## config.mk

```make
export PLATFORM = sky130hd
export DESIGN_NAME = wb_bus_arbiter_flat
export DESIGN_NICKNAME = d
export VERILOG_FILES = /design/src/rtl/global_pkg.sv /design/src/rtl/wb_bus_arbiter_if.sv /design/src/rtl/wb_timeout_counter.sv /design/src/rtl/wb_bus_arbiter.sv /design/src/flat_wrapper.sv
export SDC_FILE = /design/constraint.sdc
export NUM_CORES = 1
export LEC_CHECK = 0
export ABC_CLOCK_PERIOD_IN_PS = 3730
export CAP_MARGIN = 5
export CELL_PAD_IN_SITES_DETAIL_PLACEMENT = 1
export CELL_PAD_IN_SITES_GLOBAL_PLACEMENT = 2
export CORE_MARGIN = 2
export CORE_UTILIZATION = 10
export DETAILED_ROUTE_END_ITERATION = 8
export PLACE_DENSITY_LB_ADDON = 0.08
export SYNTH_ARGS = -nofsm -noshare
export SYNTH_HDL_FRONTEND = slang
export SYNTH_SLANG_ARGS = --single-unit
```

## constraint.sdc

```tcl
create_clock -name clk -period 3.73 [get_ports clk]
set_clock_uncertainty 0.1 [all_clocks]
set_input_delay 0.5595 -clock clk [delete_from_list [all_inputs] [get_ports clk]]
set_output_delay 0.5595 -clock clk [all_outputs]
set_load 0.005 [all_outputs]
```

## src/rtl/global_pkg.sv

```systemverilog
// Shared types for the two-master Wishbone arbiter.
//   arb_state_t : arbiter FSM states
//   arb_owner_t : identity of the master that last held the bus
package global_pkg;

  localparam int unsigned ADR_W = 32;
  localparam int unsigned DAT_W = 32;
  localparam int unsigned SEL_W = 4;

  typedef enum logic [1:0] {
    ARB_IDLE = 2'd0,
    ARB_INST = 2'd1,
    ARB_DATA = 2'd2
  } arb_state_t;

  typedef enum logic {
    INST = 1'b0,
    DATA = 1'b1
  } arb_owner_t;

endpackage

```

## src/rtl/wb_bus_arbiter_if.sv

```systemverilog
// Wishbone B4 classic bus bundle.
//   master modport : drives cyc/stb/we/adr/dat_w/sel, receives ack/err/dat_r
//   slave modport  : the reverse direction
interface wb_bus_arbiter_if;
  import global_pkg::*;

  logic             cyc;
  logic             stb;
  logic             we;
  logic [ADR_W-1:0] adr;
  logic [DAT_W-1:0] dat_w;
  logic [SEL_W-1:0] sel;
  logic             ack;
  logic             err;
  logic [DAT_W-1:0] dat_r;

  modport master (output cyc, stb, we, adr, dat_w, sel,
                  input  ack, err, dat_r);
  modport slave  (input  cyc, stb, we, adr, dat_w, sel,
                  output ack, err, dat_r);
endinterface

```

## src/rtl/wb_timeout_counter.sv

```systemverilog
// Counts strobed cycles without a slave response.
//   clk, rst  : clock, synchronous active-high reset
//   count_en  : advance the count this cycle
//   clear     : zero the count at the next edge (beats count_en)
//   expired   : count has reached TIMEOUT (never set when TIMEOUT is 0)
module wb_timeout_counter #(
  parameter int unsigned TIMEOUT = 255
) (
  input  logic clk,
  input  logic rst,
  input  logic count_en,
  input  logic clear,
  output logic expired
);

  localparam int unsigned CNT_W = (TIMEOUT == 0) ? 1 : $clog2(TIMEOUT + 1);

  logic [CNT_W-1:0] cnt;

  always_ff @(posedge clk) begin
    if (rst || clear) begin
      cnt <= '0;
    end else if (count_en) begin
      cnt <= cnt + CNT_W'(1);
    end
  end

  assign expired = (TIMEOUT != 0) && (cnt == CNT_W'(TIMEOUT));

endmodule

```

## src/rtl/wb_bus_arbiter.sv

```systemverilog
// Two-master to one-slave Wishbone B4 classic arbiter with round-robin
// tie-break, cycle-level grant locking and a per-access timeout.
//   clk, rst      : clock, synchronous active-high reset
//   inst_bus      : instruction-fetch master (slave modport)
//   data_bus      : data-access master (slave modport)
//   mem_bus       : shared slave side (master modport)
//   timeout_pulse : one-cycle pulse the cycle after a timeout fires
module wb_bus_arbiter
  import global_pkg::*;
#(
  parameter int unsigned TIMEOUT = 255
) (
  input  logic                clk,
  input  logic                rst,
  wb_bus_arbiter_if.slave     inst_bus,
  wb_bus_arbiter_if.slave     data_bus,
  wb_bus_arbiter_if.master    mem_bus,
  output logic                timeout_pulse
);

  arb_state_t       state;
  arb_owner_t       last_grant;

  logic             own_cyc;
  logic             own_stb;
  logic             own_we;
  logic [ADR_W-1:0] own_adr;
  logic [DAT_W-1:0] own_dat_w;
  logic [SEL_W-1:0] own_sel;
  logic             sel_inst;
  logic             sel_data;
  logic             expired;
  logic             fire;

  // Grant FSM; last_grant follows every entry into a granted state.
  always_ff @(posedge clk) begin
    if (rst) begin
      state         <= ARB_IDLE;
      last_grant    <= INST;
      timeout_pulse <= 1'b0;
    end else begin
      timeout_pulse <= fire;
      case (state)
        ARB_IDLE: begin
          if (inst_bus.cyc && data_bus.cyc) begin
            if (last_grant == INST) begin
              state      <= ARB_DATA;
              last_grant <= DATA;
            end else begin
              state      <= ARB_INST;
              last_grant <= INST;
            end
          end else if (inst_bus.cyc) begin
            state      <= ARB_INST;
            last_grant <= INST;
          end else if (data_bus.cyc) begin
            state      <= ARB_DATA;
            last_grant <= DATA;
          end
        end
        ARB_INST: begin
          if (!inst_bus.cyc) begin
            if (data_bus.cyc) begin
              state      <= ARB_DATA;
              last_grant <= DATA;
            end else begin
              state <= ARB_IDLE;
            end
          end
        end
        ARB_DATA: begin
          if (!data_bus.cyc) begin
            if (inst_bus.cyc) begin
              state      <= ARB_INST;
              last_grant <= INST;
            end else begin
              state <= ARB_IDLE;
            end
          end
        end
        default: state <= ARB_IDLE;
      endcase
    end
  end

  // Request mux from the current owner; all zero when idle.
  always_comb begin
    own_cyc   = 1'b0;
    own_stb   = 1'b0;
    own_we    = 1'b0;
    own_adr   = '0;
    own_dat_w = '0;
    own_sel   = '0;
    case (state)
      ARB_INST: begin
        own_cyc   = inst_bus.cyc;
        own_stb   = inst_bus.stb;
        own_we    = inst_bus.we;
        own_adr   = inst_bus.adr;
        own_dat_w = inst_bus.dat_w;
        own_sel   = inst_bus.sel;
      end
      ARB_DATA: begin
        own_cyc   = data_bus.cyc;
        own_stb   = data_bus.stb;
        own_we    = data_bus.we;
        own_adr   = data_bus.adr;
        own_dat_w = data_bus.dat_w;
        own_sel   = data_bus.sel;
      end
      default: ;
    endcase
  end

  assign sel_inst = (state == ARB_INST);
  assign sel_data = (state == ARB_DATA);

  // Reset gates the slave side immediately so an aborted beat never reaches it.
  assign mem_bus.cyc   = ~rst & own_cyc;
  assign mem_bus.stb   = ~rst & own_stb & ~expired;
  assign mem_bus.we    = ~rst & own_we;
  assign mem_bus.adr   = rst ? '0 : own_adr;
  assign mem_bus.dat_w = rst ? '0 : own_dat_w;
  assign mem_bus.sel   = rst ? '0 : own_sel;

  // A slave ack arriving at the limit wins over the timeout.
  assign fire = expired & ~mem_bus.ack;

  assign inst_bus.ack   = sel_inst & mem_bus.ack;
  assign inst_bus.err   = sel_inst & (mem_bus.err | fire);
  assign inst_bus.dat_r = sel_inst ? mem_bus.dat_r : '0;
  assign data_bus.ack   = sel_data & mem_bus.ack;
  assign data_bus.err   = sel_data & (mem_bus.err | fire);
  assign data_bus.dat_r = sel_data ? mem_bus.dat_r : '0;

  // Owner dropping cyc is exactly a state change, so it clears the count too.
  wb_timeout_counter #(
    .TIMEOUT (TIMEOUT)
  ) u_timeout (
    .clk      (clk),
    .rst      (rst),
    .count_en (own_stb & ~mem_bus.ack & ~mem_bus.err),
    .clear    (~own_cyc | ~own_stb | mem_bus.ack | mem_bus.err | expired),
    .expired  (expired)
  );

endmodule

```

## src/flat_wrapper.sv

```systemverilog
// flat-port wrapper written by rule: the top's interface ports become plain ports
module wb_bus_arbiter_flat import global_pkg::*;
#(
  parameter int unsigned TIMEOUT = 255
)
  (clk, rst, timeout_pulse, inst_bus_cyc, inst_bus_stb, inst_bus_we, inst_bus_adr, inst_bus_dat_w, inst_bus_sel, inst_bus_ack, inst_bus_err, inst_bus_dat_r, data_bus_cyc, data_bus_stb, data_bus_we, data_bus_adr, data_bus_dat_w, data_bus_sel, data_bus_ack, data_bus_err, data_bus_dat_r, mem_bus_cyc, mem_bus_stb, mem_bus_we, mem_bus_adr, mem_bus_dat_w, mem_bus_sel, mem_bus_ack, mem_bus_err, mem_bus_dat_r);
  wb_bus_arbiter_if inst_bus_i ();
  wb_bus_arbiter_if data_bus_i ();
  wb_bus_arbiter_if mem_bus_i ();
  input  logic clk;
  input  logic rst;
  output logic timeout_pulse;
  input wire logic [$bits(inst_bus_i.cyc)-1:0] inst_bus_cyc;
  input wire logic [$bits(inst_bus_i.stb)-1:0] inst_bus_stb;
  input wire logic [$bits(inst_bus_i.we)-1:0] inst_bus_we;
  input wire logic [$bits(inst_bus_i.adr)-1:0] inst_bus_adr;
  input wire logic [$bits(inst_bus_i.dat_w)-1:0] inst_bus_dat_w;
  input wire logic [$bits(inst_bus_i.sel)-1:0] inst_bus_sel;
  output wire logic [$bits(inst_bus_i.ack)-1:0] inst_bus_ack;
  output wire logic [$bits(inst_bus_i.err)-1:0] inst_bus_err;
  output wire logic [$bits(inst_bus_i.dat_r)-1:0] inst_bus_dat_r;
  input wire logic [$bits(data_bus_i.cyc)-1:0] data_bus_cyc;
  input wire logic [$bits(data_bus_i.stb)-1:0] data_bus_stb;
  input wire logic [$bits(data_bus_i.we)-1:0] data_bus_we;
  input wire logic [$bits(data_bus_i.adr)-1:0] data_bus_adr;
  input wire logic [$bits(data_bus_i.dat_w)-1:0] data_bus_dat_w;
  input wire logic [$bits(data_bus_i.sel)-1:0] data_bus_sel;
  output wire logic [$bits(data_bus_i.ack)-1:0] data_bus_ack;
  output wire logic [$bits(data_bus_i.err)-1:0] data_bus_err;
  output wire logic [$bits(data_bus_i.dat_r)-1:0] data_bus_dat_r;
  output wire logic [$bits(mem_bus_i.cyc)-1:0] mem_bus_cyc;
  output wire logic [$bits(mem_bus_i.stb)-1:0] mem_bus_stb;
  output wire logic [$bits(mem_bus_i.we)-1:0] mem_bus_we;
  output wire logic [$bits(mem_bus_i.adr)-1:0] mem_bus_adr;
  output wire logic [$bits(mem_bus_i.dat_w)-1:0] mem_bus_dat_w;
  output wire logic [$bits(mem_bus_i.sel)-1:0] mem_bus_sel;
  input wire logic [$bits(mem_bus_i.ack)-1:0] mem_bus_ack;
  input wire logic [$bits(mem_bus_i.err)-1:0] mem_bus_err;
  input wire logic [$bits(mem_bus_i.dat_r)-1:0] mem_bus_dat_r;
  assign inst_bus_i.cyc = inst_bus_cyc;
  assign inst_bus_i.stb = inst_bus_stb;
  assign inst_bus_i.we = inst_bus_we;
  assign inst_bus_i.adr = inst_bus_adr;
  assign inst_bus_i.dat_w = inst_bus_dat_w;
  assign inst_bus_i.sel = inst_bus_sel;
  assign inst_bus_ack = inst_bus_i.ack;
  assign inst_bus_err = inst_bus_i.err;
  assign inst_bus_dat_r = inst_bus_i.dat_r;
  assign data_bus_i.cyc = data_bus_cyc;
  assign data_bus_i.stb = data_bus_stb;
  assign data_bus_i.we = data_bus_we;
  assign data_bus_i.adr = data_bus_adr;
  assign data_bus_i.dat_w = data_bus_dat_w;
  assign data_bus_i.sel = data_bus_sel;
  assign data_bus_ack = data_bus_i.ack;
  assign data_bus_err = data_bus_i.err;
  assign data_bus_dat_r = data_bus_i.dat_r;
  assign mem_bus_cyc = mem_bus_i.cyc;
  assign mem_bus_stb = mem_bus_i.stb;
  assign mem_bus_we = mem_bus_i.we;
  assign mem_bus_adr = mem_bus_i.adr;
  assign mem_bus_dat_w = mem_bus_i.dat_w;
  assign mem_bus_sel = mem_bus_i.sel;
  assign mem_bus_i.ack = mem_bus_ack;
  assign mem_bus_i.err = mem_bus_err;
  assign mem_bus_i.dat_r = mem_bus_dat_r;
  wb_bus_arbiter #(.TIMEOUT(TIMEOUT)) u_core (.clk(clk), .rst(rst), .inst_bus(inst_bus_i), .data_bus(data_bus_i), .mem_bus(mem_bus_i), .timeout_pulse(timeout_pulse));
endmodule
```

Word-level counts from Yosys, hierarchy flattened:

Cells that the tools add are included.

* flip-flop bits (word level): 12
* output and inout bits: 140
* logic and storage cells: 68
* input port bits: 178

* mux-type cells: 28
* add/subtract/negate cells: 1
* reduce and logical (&&, ||, !) cells: 6
* eq/ne operators: 7
* bitwise logic cells: 22

Operators by type and width (number)
* $mux W32: 4
* $pmux W32 S2: 2
* $mux W2: 7
* $and A1 B1 Y1: 11
* $add A8 B1 Y8 const B: 1
* $eq A8 B8 Y1 const B: 1
* $mux W1: 8
* $pmux W4 S2: 1
* $ne A2 B2 Y1 const B: 3
* $not A1 Y1: 6
* $pmux W1 S2: 3
* $pmux W2 S3: 1
* $or A1 B1 Y1: 5
* $mux W4: 1
* $ne A4 B3 Y1 const B: 1
* $reduce_and A4 Y1: 1
* $pmux W1 S3: 1
* $reduce_and A3 Y1: 1
* $reduce_bool A3 Y1: 1
* $eq A2 B1 Y1 const B: 1
* $eq A2 B2 Y1 const B: 1
* $logic_not A2 Y1: 1
* $logic_and A1 B1 Y1: 1
* $logic_or A1 B1 Y1: 1

Logic depth before layout (Yosys ltp):

* depth in word-level cells: 8
* depth in mapped cells: 7

Hierarchy:

From an unflattened synthesis, not the netlist that was laid out.

* cell total of the unflattened synthesis: 321
* area, all modules: 2035.7 µm²

By module, submodules not included
* wb_bus_arbiter: area an instance 1680.4 µm², cells an instance 281, instances 1, sequential area each 80.1 µm²
* wb_timeout_counter: area an instance 355.3 µm², cells an instance 40, instances 1, sequential area each 160.2 µm²

Worst setup path before layout:

Ideal clock, no wire load.

* path type: reg-to-output
* start: register u_core.state[0]
* end: output mem_bus_adr[15]
* stages on the path, launching flop included: 8
* setup slack: 1560 ps
* arrival time: 1511 ps
* cells stage by stage: dfxtp_1 > inv_1 > ha_1 > buf_2 > buf_1 > clkbuf_1 > a22oi_1 > nor2_1

* word-level cells in the longest chain between the ends: 3
* elaborated cells on any way between the ends: 4
* classes of those cells: 2 x eq/ne; 2 x mux

RTL lines
* from (decl): RTL line wb_bus_arbiter.sv:21 `arb_state_t state;`
* from (signal assigned): RTL line wb_bus_arbiter.sv:38 `state <= ARB_IDLE;`
* from (signal assigned): RTL line wb_bus_arbiter.sv:47 `state <= ARB_DATA;`
* from (signal assigned): RTL line wb_bus_arbiter.sv:50 `state <= ARB_INST;`
* $eq A2 B2 Y1 / $eq A2 B1 Y1 (equally long branches): RTL line wb_bus_arbiter.sv:94 `case (state)`
* $pmux W32 S2 (*): RTL line wb_bus_arbiter.sv:94
* $mux W32 (*): RTL line wb_bus_arbiter.sv:122 `assign mem_bus.adr = rst ? '0 : own_adr;`
* to (decl): RTL line flat_wrapper.sv:34 `output wire logic [$bits(mem_bus_i.adr)-1:0] mem_bus_adr;`

Mark *: on every way between the ends. The rest lies on a longest branch, timed or not.

Final worst setup path:

* start: register u_core.state[1]
* end: output mem_bus_stb

* word-level cells in the longest chain between the ends: 4
* elaborated cells on any way between the ends: 5
* classes of those cells: 2 x eq/ne; 1 x mux; 2 x bitwise

RTL lines
* $eq A2 B2 Y1 / $eq A2 B1 Y1 (equally long branches): RTL line wb_bus_arbiter.sv:94
* $pmux W1 S2 (*): RTL line wb_bus_arbiter.sv:94
* $and A1 B1 Y1 (*) (2 in a row): RTL line wb_bus_arbiter.sv:120 `assign mem_bus.stb = ~rst & own_stb & ~expired;`
* to (decl): RTL line flat_wrapper.sv:32 `output wire logic [$bits(mem_bus_i.stb)-1:0] mem_bus_stb;`

Marked as above.

==> summary.txt <==
Synth
  – Syn Nets: 498
  – Number of enable flip-flop cells after synthesis: 0
  – Synth warn: 0
  – Post-synth top area share: 0.2563
  – Register area share after synthesis: 0.1171
  – Top post-synthesis cells by area: a22oi_1 (26%), and2_1 (20%), nor2_1 (13%)
  – Synth Register Bits: 12
  – Post-Syn Area: 0.002051 mm^2
  – Commonest cells post-synth: nor2_1 (71), a22oi_1 (70), and2_1 (66)
  – Async S/R FF share, synth: 0
  – Mapped Cells: 315
  – Syn Area/Cell: 6.510 um^2
  – Most frequent cell after synthesis: nor2_1
  – Primary FF master, synth: dfxtp_1
  – Area leader, netlist: a22oi_1
  – Netlist cell types: 34

Layout
  – Area grow syn2layout: 172.3%
  – Share of cells above drive strength 1: 0.03783
  – Final Cell Area: 0.005584 mm^2
  – FILL cells: 2,430
  – Fin util: 0.2769
  – NumNets Final: 793
  – Final std cells w/o fill: 878
  – Antenna cell count: 0

Floorplan
  – Core Footprint: 0.02017 mm^2
  – Initial Util: 0.1017
  – # IOs: 318
  – Die area: 0.02167 mm^2
  – FP Rows: 52
  – Die width: 147.2 um
  – Die Span Y: 147.2 um

STA
  – Final setup viols: 0
  – Final hold violation count: 0
  – Post-Route Setup TNS: 0 ns
  – Period minus WS final: 3.154 ns
  – Peak Freq: 317.1 MHz
  – Worst rel slew slack: 0.5777
  – Worst Max-Slew Pin Slew: 0.6316 ns
  – Final WS setup: 0.5759 ns
  – Final Slew Violations: 0
  – Hold Slack: 0.3998 ns
  – RSZ-0062 raised after global routing: false
  – Final Cycle Share: 0.8456

Global routing
  – GRT Total Usage: 0.1281
  – Total gr overflow: 0
  – Vias in the first global route: 3,889
  – Largest net degree at the start of global routing: 48
  – Initial antenna violation count: 0
  – First-pass GRT wire length: 21,910 um

Clock network
  – Hold_buf cts: 0
  – CTS root buffer: clkbuf_16
  – Post-CTS sizing: 0
  – Number of buffers added for setup after CTS: 0
  – TritonCTS buffer count: 3
  – H-Tree Level Count: 1
  – Reg clk slew, reported paths: 0.04 ns
  – Clock net sink count: 12
  – CTS tree: done
  – Clock Latency Late Sink: 0.24 ns
  – Clk buf depth: 2

Route
  – Via/cell ratio: 4.060
  – First-pass DRT Iterations: 4
  – WL/cell: 16.92 um
  – Antenna-violating nets left: 0
  – Initial DRC count: 81
  – Via Count: 3,565
  – DRC viols: 0
  – Post-Route WL: 14,860 um

Power
  – Leakage: 1.813 nW
  – Pwr/cell area: 246.9 mW/mm^2
  – Power, Total: 1.379 mW
  – VDD IR max: 117.6 uV

Placement
  – Placed Cells: 875
  – HPWL after DPL: 12,050 um
  – PortBufs: 317
  – Placement Setup Slack: 0.6782 ns
  – Post-DP Area: 0.005509 mm^2
  – GP Congestion: 0.7323

Worst setup path
  – Crit path required time: 3.07 ns
  – CP Data Arrival Time: 2.49 ns
  – Crit end category: primary output
  – Crit Path Max Fanout: 47
  – Setup crit start kind: flip-flop
  – Critical path class: flip-flop to primary output

Run
  – Maxcap violations: 0

Status
  – Status: completed

Min path
  – Worst min path class: flip-flop to flip-flop
## worst max-delay path, stage by stage, from the launching register on
cell	delay, ns
dfxtp_1	0.35
inv_1	0.13
ha_4	0.52
a22o_1	0.24
o211ai_2	0.28
nor2_1	0.18
clkdlybuf4s50_1	0.54
## cell type report
cell class,instances,area (um^2),area share
clock buffer,3,75.07,0.01344
inverter,6,22.52,0.004033
multi-input combinational,263,1670,0.2991
sequential,12,240.2,0.04302
tap,270,337.8,0.06050
timing repair buffer,324,3238,0.5799
## worst paths after layout
kind | slack [ns] | start | cells past startpoint | to
max | 0.58 | u_core.state[1]$_SDFFE_PP0P_ | 6 | mem_bus_stb
min reg2reg | 0.40 | u_core.u_timeout.cnt[0]$_SDFFE_PP0P_ | 1 | u_core.u_timeout.cnt[0]$_SDFFE_PP0P_
min | 0.40 | u_core.u_timeout.cnt[0]$_SDFFE_PP0P_ | 1 | u_core.u_timeout.cnt[0]$_SDFFE_PP0P_
max reg2reg | 1.19 | u_core.state[0]$_SDFFE_PP0P_ | 6 | u_core.u_timeout.cnt[7]$_SDFFE_PP0P_
## state kept, by name, indices dropped and copies added (netlist names)
register              cells
u_core.last_grant         1
u_core.u_timeout.cnt      8
u_core.timeout_pulse      1
u_core.state              2
## cells by family after synthesis
family,after synthesis,synth area share
AO/OA/AOI/OAI,92,0.3398
buffers and inverters,40,0.08175
XOR/XNOR,3,0.01282
flip-flops,12,0.1171
adder cells (fa/ha/maj),5,0.03051
AND/OR/NAND/NOR,163,0.4179
## layer usage
metal / vias up / GRT usage / part of all wire
met5: - / 0 / 0
li1: 1697 / - / -
met4: 0 / 0.02260 / 0.0099
met2: 159 / 0.2540 / 0.55
met3: 8 / 0.04410 / 0.091
met1: 1701 / 0.1296 / 0.35
## power breakdown
part | total (mW) | leakage [nW] | switching, mW | internal, mW
logic | 1.04 | 1.68 | 0.461 | 0.578
clock network | 0.192 | 0.0370 | 0.0522 | 0.139
registers | 0.148 | 0.0972 | 0.0110 | 0.137
total | 1.38 | 1.81 | 0.524 | 0.855
## layout by cell type, fill, tap and decap left out, types with 2 or more instances in the layout
master,Yosys,layout
o21ai_0,6,6
a22o_1,2,2
a211oi_2,3,3
dfxtp_1,12,12
nand3_1,3,3
and2_1,66,66
nor3_1,2,2
nor2b_1,2,2
nand4_1,2,2
nand2b_1,3,2
inv_1,6,6
clkbuf_16,0,3
nor3b_1,2,2
o21a_1,2,2
ha_1,5,3
clkdlybuf4s50_1,0,317
nor2_1,71,71
or3_1,3,3
a21oi_1,3,3
nand2_1,2,2
ha_4,0,2
a22oi_1,70,70
buf_4,0,6
nor3_2,5,5
xnor2_1,2,2
No activity file was read; power rests on OpenSTA's default activity.
